## src/rtl/udm_csr_resp.sv

```systemverilog
// udm_csr_resp
//
// Bus responder for the board control/status register window
// 0x0000_0000 - 0x0000_000F, driven by the UART debug master (udm).
//
// Register map (word offsets, bits [3:2] of the byte address):
//   0x0 LED    RW, byte-enabled; led_o mirrors the low LED_WIDTH bits.
//   0x4 SW     RO, synchronized sw_i, zero-extended.
//   0x8 TIMER  RW countdown; a byte-enabled write loads over the live count.
//   0xC STATUS bit0 = done (sticky, write-1-to-clear), bit1 = running.
//
// Optional feature macro: UDM_CSR_TIMER_EN
//   defined   -> TIMER/STATUS registers and countdown logic are built.
//   undefined -> no timer logic; 0x8 and 0xC read 0, writes are ignored.
//
// Ports:
//   clk_i        system clock
//   rstn_i       asynchronous active-low reset
//   bus_req_i    request valid
//   bus_we_i     1 = write, 0 = read
//   bus_addr_i   byte address
//   bus_be_i     write byte enables
//   bus_wdata_i  write data
//   bus_ack_o    request accepted (combinational, equals bus_req_i)
//   bus_resp_o   read data valid, one-cycle pulse one cycle after accept
//   bus_rdata_o  registered read data, held until the next response
//   sw_i         asynchronous board switches
//   led_o        LED drive

module udm_csr_resp #(
    parameter int LED_WIDTH   = 16,
    parameter int SW_WIDTH    = 16,
    parameter int SYNC_STAGES = 2
) (
    input  logic                 clk_i,
    input  logic                 rstn_i,
    input  logic                 bus_req_i,
    input  logic                 bus_we_i,
    input  logic [31:0]          bus_addr_i,
    input  logic [3:0]           bus_be_i,
    input  logic [31:0]          bus_wdata_i,
    output logic                 bus_ack_o,
    output logic                 bus_resp_o,
    output logic [31:0]          bus_rdata_o,
    input  logic [SW_WIDTH-1:0]  sw_i,
    output logic [LED_WIDTH-1:0] led_o
);

    // A synchronizer shorter than two flops is not safe for metastability.
    localparam int STAGES = (SYNC_STAGES < 2) ? 2 : SYNC_STAGES;

    localparam logic [1:0] SEL_LED    = 2'd0;
    localparam logic [1:0] SEL_SW     = 2'd1;
    localparam logic [1:0] SEL_TIMER  = 2'd2;
    localparam logic [1:0] SEL_STATUS = 2'd3;

    logic                 mapped;
    logic [1:0]           reg_sel;
    logic                 wr_en;
    logic                 rd_en;
    logic [LED_WIDTH-1:0] led_q;
    logic [LED_WIDTH-1:0] led_next;
    logic [SW_WIDTH-1:0]  sw_sync_q [STAGES];
    logic [31:0]          timer_rdata;
    logic [31:0]          status_rdata;
    logic [31:0]          rdata_next;
    logic                 resp_q;
    logic [31:0]          rdata_q;
    logic                 unused_bits;

    assign mapped    = (bus_addr_i[31:4] == 28'd0);
    assign reg_sel   = bus_addr_i[3:2];
    // Unmapped writes are accepted but must not touch any register.
    assign wr_en     = bus_req_i & bus_we_i & mapped;
    // Unmapped reads still get a (zero) response.
    assign rd_en     = bus_req_i & ~bus_we_i;
    assign bus_ack_o = bus_req_i;

    // Byte-address low bits and write lanes beyond the implemented
    // registers carry no information for this block.
    assign unused_bits = ^{bus_addr_i[1:0], bus_wdata_i, bus_be_i};

    // LED register: merge the enabled byte lanes over the current value.
    always_comb begin
        led_next = led_q;
        for (int i = 0; i < LED_WIDTH; i++) begin
            if (bus_be_i[i >> 3]) begin
                led_next[i] = bus_wdata_i[i];
            end
        end
    end

    always_ff @(posedge clk_i or negedge rstn_i) begin
        if (!rstn_i) begin
            led_q <= '0;
        end else if (wr_en && (reg_sel == SEL_LED)) begin
            led_q <= led_next;
        end
    end

    assign led_o = led_q;

    // Switch synchronizer chain; the last stage is what reads return.
    always_ff @(posedge clk_i or negedge rstn_i) begin
        if (!rstn_i) begin
            for (int s = 0; s < STAGES; s++) begin
                sw_sync_q[s] <= '0;
            end
        end else begin
            sw_sync_q[0] <= sw_i;
            for (int s = 1; s < STAGES; s++) begin
                sw_sync_q[s] <= sw_sync_q[s-1];
            end
        end
    end

`ifdef UDM_CSR_TIMER_EN
    logic [31:0] count_q;
    logic [31:0] count_merged;
    logic        done_q;
    logic        running;
    logic        wr_timer;
    logic        wr_status;

    // The count only ever becomes non-zero through a load and stops at 0,
    // so "running" is exactly "count is non-zero".
    assign running   = (count_q != 32'd0);
    assign wr_timer  = wr_en && (reg_sel == SEL_TIMER);
    assign wr_status = wr_en && (reg_sel == SEL_STATUS);

    always_comb begin
        count_merged = count_q;
        for (int b = 0; b < 4; b++) begin
            if (bus_be_i[b]) begin
                count_merged[8*b +: 8] = bus_wdata_i[8*b +: 8];
            end
        end
    end

    // A load takes priority over the decrement, so loading in the 1->0
    // cycle suppresses done. The done set takes priority over W1C.
    always_ff @(posedge clk_i or negedge rstn_i) begin
        if (!rstn_i) begin
            count_q <= 32'd0;
            done_q  <= 1'b0;
        end else begin
            if (wr_timer) begin
                count_q <= count_merged;
            end else if (running) begin
                count_q <= count_q - 32'd1;
            end

            if (!wr_timer && (count_q == 32'd1)) begin
                done_q <= 1'b1;
            end else if (wr_status && bus_be_i[0] && bus_wdata_i[0]) begin
                done_q <= 1'b0;
            end
        end
    end

    assign timer_rdata  = count_q;
    assign status_rdata = {30'd0, running, done_q};
`else
    assign timer_rdata  = 32'd0;
    assign status_rdata = 32'd0;
`endif

    always_comb begin
        rdata_next = 32'd0;
        if (mapped) begin
            case (reg_sel)
                SEL_LED:    rdata_next = 32'(led_q);
                SEL_SW:     rdata_next = 32'(sw_sync_q[STAGES-1]);
                SEL_TIMER:  rdata_next = timer_rdata;
                SEL_STATUS: rdata_next = status_rdata;
                default:    rdata_next = 32'd0;
            endcase
        end
    end

    // Read data is captured in the accept cycle and held until the next read.
    always_ff @(posedge clk_i or negedge rstn_i) begin
        if (!rstn_i) begin
            resp_q  <= 1'b0;
            rdata_q <= 32'd0;
        end else begin
            resp_q <= rd_en;
            if (rd_en) begin
                rdata_q <= rdata_next;
            end
        end
    end

    assign bus_resp_o  = resp_q;
    assign bus_rdata_o = rdata_q;

endmodule

```

## config.mk

```make
export PLATFORM = sky130hd
export DESIGN_NAME = udm_csr_resp
export DESIGN_NICKNAME = d
export VERILOG_FILES = /design/src/rtl/udm_csr_resp.sv
export SDC_FILE = /design/constraint.sdc
export NUM_CORES = 1
export LEC_CHECK = 0
export BUFFER_PORTS_ARGS = -buffer_cell sky130_fd_sc_hd__clkbuf_2
export CAP_MARGIN = 20
export CORE_MARGIN = 4
export CORE_UTILIZATION = 37
export CTS_CLUSTER_SIZE = 30
export DETAILED_ROUTE_END_ITERATION = 8
export PLACE_DENSITY = 0.69
export SETUP_SLACK_MARGIN = 0.3
export SLEW_MARGIN = 20
export SYNTH_ARGS = -nofsm -noshare
export SYNTH_HDL_FRONTEND = slang
export SYNTH_SLANG_ARGS = --single-unit
export TNS_END_PERCENT = 1
```

## constraint.sdc

```tcl
create_clock -name clk_i -period 1.7 [get_ports clk_i]
set_input_delay 0.51 -clock clk_i [delete_from_list [all_inputs] [get_ports clk_i]]
set_output_delay 0.51 -clock clk_i [all_outputs]
set_load 0.05 [all_outputs]
```

==> run_results.csv <==
group,metric,value,unit
outcome,status,"finished, violations left",
outcome,violations,"setup timing",
route,wl,5.89,mm
clock_tree,cts_buffers,9,
floorplan,rows,29,
timing,period_needed,1.77,ns
yosys,async_reset_ff_share,100,%
setup_path,cpMaxStageDelayCell,"nor4_4",
place,place_congestion,0.658,
power,peakVddDrop,0.684,mV
power,p_leak,1.90,nW
yosys,synthCells,173,
route,drc,0,
job,cap_violations,0,
clock_tree,cts_hold_buf,0,
yosys,syn_area,2450,um^2
clock_tree,cts-root-buf,"clkbuf_8",
timing,setup_viol,16,
grt,grt_pass1_vias,1833,
setup_path,r2r-start,"led_o[14]$_DFFE_PN0P_",
yosys,synth.area.top_cells,"dfrtp_1 (66%), mux2_2 (7.4%), mux2i_1 (6.5%), buf_4 (5.2%), o31ai_1 (4.9%)",
cells_and_area,drive_gt1_share,57.4,%
route,vias,1741,
setup_path,worstPathMaxFanout,8,
clock_tree,worstSkewPairLatency,0.34,ns
grt,grt.overflow.total,0,
floorplan,initial_core_util,38.4,%
clock_tree,cts.sinks,65,
cells_and_area,nNetsFinal,372,
yosys,ys_seq_area_share,66.4,%
yosys,yosys.cell_count.top_type,"dfrtp_1",
grt,grt_antenna_before_repair,0,
floorplan,fp.dieW,89.4,um
yosys,yosys_warnings,0,
setup_path,critPathRequiredTime,1.92,ns
timing,timing.final.ws_setup,-0.0737,ns
cells_and_area,num-fill-cells,495,
place,port-buffer-count,101,
floorplan,fp.dieH,89.4,um
timing,final.period_utilization,104,%
timing,fmax,564,MHz
yosys,synth_top_area_share,66.4,%
route,first_pass_iters,2,
clock_tree,max-clock-path-buffers,2,
clock_tree,clk_pin_slew,0.08,ns
floorplan,dieArea,7990,um^2
timing,hold_viol_final,0,
yosys,synth.distinct_cells,19,
grt,grt_max_degree,66,
yosys,synth-edff-count,0,
timing,whs,0.160,ns
place,pre_cts_ws,-0.444,ns
route,antenna_left,0,
place,dp_hpwl,3.75,mm
route,drt-wirelength-per-cell,16.1,um
timing,rsz0062_at_grt,"true",
setup_path,rr_worst_depth,2,
setup_path,rrSetupSlack,0.84,ns
yosys,ys_seq_elements,65,
clock_tree,cts_setup_buffers,0,
grt,grt_pass1_wl,8.87,mm
grt,grt_use_total,15.3,%
cells_and_area,final_core_util,61.4,%
min_path,min_path_type,"input pin to asynchronous set/reset pin",
timing,fin_skew,0.00823,ns
power,powerDensity,832,nW/um^2
setup_path,start_kind,"input pin",
yosys,synth.top_cells.by_count,"dfrtp_1 (65), buf_4 (17)",
setup_path,cp-end-kind,"register",
cells_and_area,area_growth,60.1,%
clock_tree,cts_tree,"built",
floorplan,io_pins,138,
setup_path,cp.arrival,1.99,ns
setup_path,path_cells,"clkbuf_2 -> nor4_2 -> nand4_1 -> buf_6 -> nor4_4 -> buf_12 -> mux2_4",
cells_and_area,antennaDiodeCount,0,
timing,final_max_slew_viol_count,0,
yosys,avgSynthCellArea,14.2,um^2
setup_path,cpPeakStageDelay,0.32,ns
yosys,yosysTopAreaCell,"dfrtp_1",
floorplan,core,6390,um^2
clock_tree,cts.htree.levels,3,
route,drtIter0Drc,73,
setup_path,timing.rr.end,"bus_rdata_o[14]$_DFFE_PN0P_",
route,vias_per_cell,4.76,
setup_path,path_class,"input pin to register",
yosys,synth_flop_cell,"dfrtp_1",
placed cells by master (no fill, tap or decap), drive strengths merged, types with 2 or more instances in the layout:
cell type	count
buf	47
clkbuf	75
clkinvlp	2
conb	16
dfrtp	65
inv	3
mux2	16
mux2i	16
nand2	16
nand4	2
nor4	8
o31ai	16
metrics by stage:
stage                     TNS, ns  instances  instance area [um^2]  power (mW)
after global routing        -1.15        366                  3920        3.43
final                      -0.997        366                  3920        3.26
after floorplan             -6.74        188                  2510        1.78
after CTS                  -0.970        366                  3720        3.28
after global placement     -10.06        350                  3070        1.88
after detailed placement   -11.01        350                  3070        1.89
layout make-up:
cell class                 count  area, um^2  share of cell area [%]
clock buffer                  12         165                    4.21
clock inverter                 4        50.0                    1.28
inverter                       3        11.3                   0.287
multi-input combinational     95         950                    24.2
sequential                    65        1630                    41.5
tap                           77        96.3                    2.46
timing repair buffer         110        1020                    26.1
worst max path at each step:
stage	startpoint	to	slack, ns	cells past startpoint
finish	bus_addr_i[5]	led_o[4]$_DFFE_PN0P_	-0.07	7
global route	bus_addr_i[5]	led_o[4]$_DFFE_PN0P_	-0.08	7
CTS	bus_addr_i[25]	led_o[4]$_DFFE_PN0P_	-0.07	7
detailed placement	bus_addr_i[12]	led_o[4]$_DFFE_PN0P_	-0.44	7
global placement	bus_addr_i[5]	led_o[4]$_DFFE_PN0P_	-0.41	7
floorplan	bus_addr_i[5]	led_o[0]$_DFFE_PN0P_	-0.31	4
where the power goes:
part	leakage, nW	switching [mW]	internal [mW]
clock network	0.105	0.571	0.794
registers	0.833	0.0106	1.59
logic	0.965	0.198	0.104
worst max-delay path, delay by kind of cell:
| family | cells | cell delay, ns |
|---|---|---|
| AND/OR/NAND/NOR | 3 | 0.74 |
| buffers and inverters | 3 | 0.44 |
| multiplexers | 1 | 0.30 |
registers in the layout (all words and copies together), names as in the netlist:
register     cells
sw_sync_q       32
bus_rdata_o     16
led_o           16
bus_resp_o       1
timing repair:
| action | 4_1_cts | 5_1_grt |
|---|---|---|
| setup endpoints to repair | 66 | 66 |
| endpoints found under the hold margin | 0 | 0 |
| gates resized for setup | 98 | 58 |
| pin swaps | 6 | 8 |
kinds of logic after synthesis:
logic type | count (synthesis) | share of synthesized area [%]
other | 1 | 0.153
buffers and inverters | 28 | 7.25
flip-flops | 65 | 66.4
multiplexers | 32 | 13.9
AO/OA/AOI/OAI | 16 | 4.90
AND/OR/NAND/NOR | 31 | 7.41
per-layer routing:
layer  up-vias  global-route usage, %  wire length (um)
li1        794                      -                 -
met1       865                   17.0              2150
met2        74                   26.9              3170
met3         8                   5.07               471
met4         0                   6.09                91
met5         -                      0                 0
Note: power is estimated with default switching activity, not from simulation.
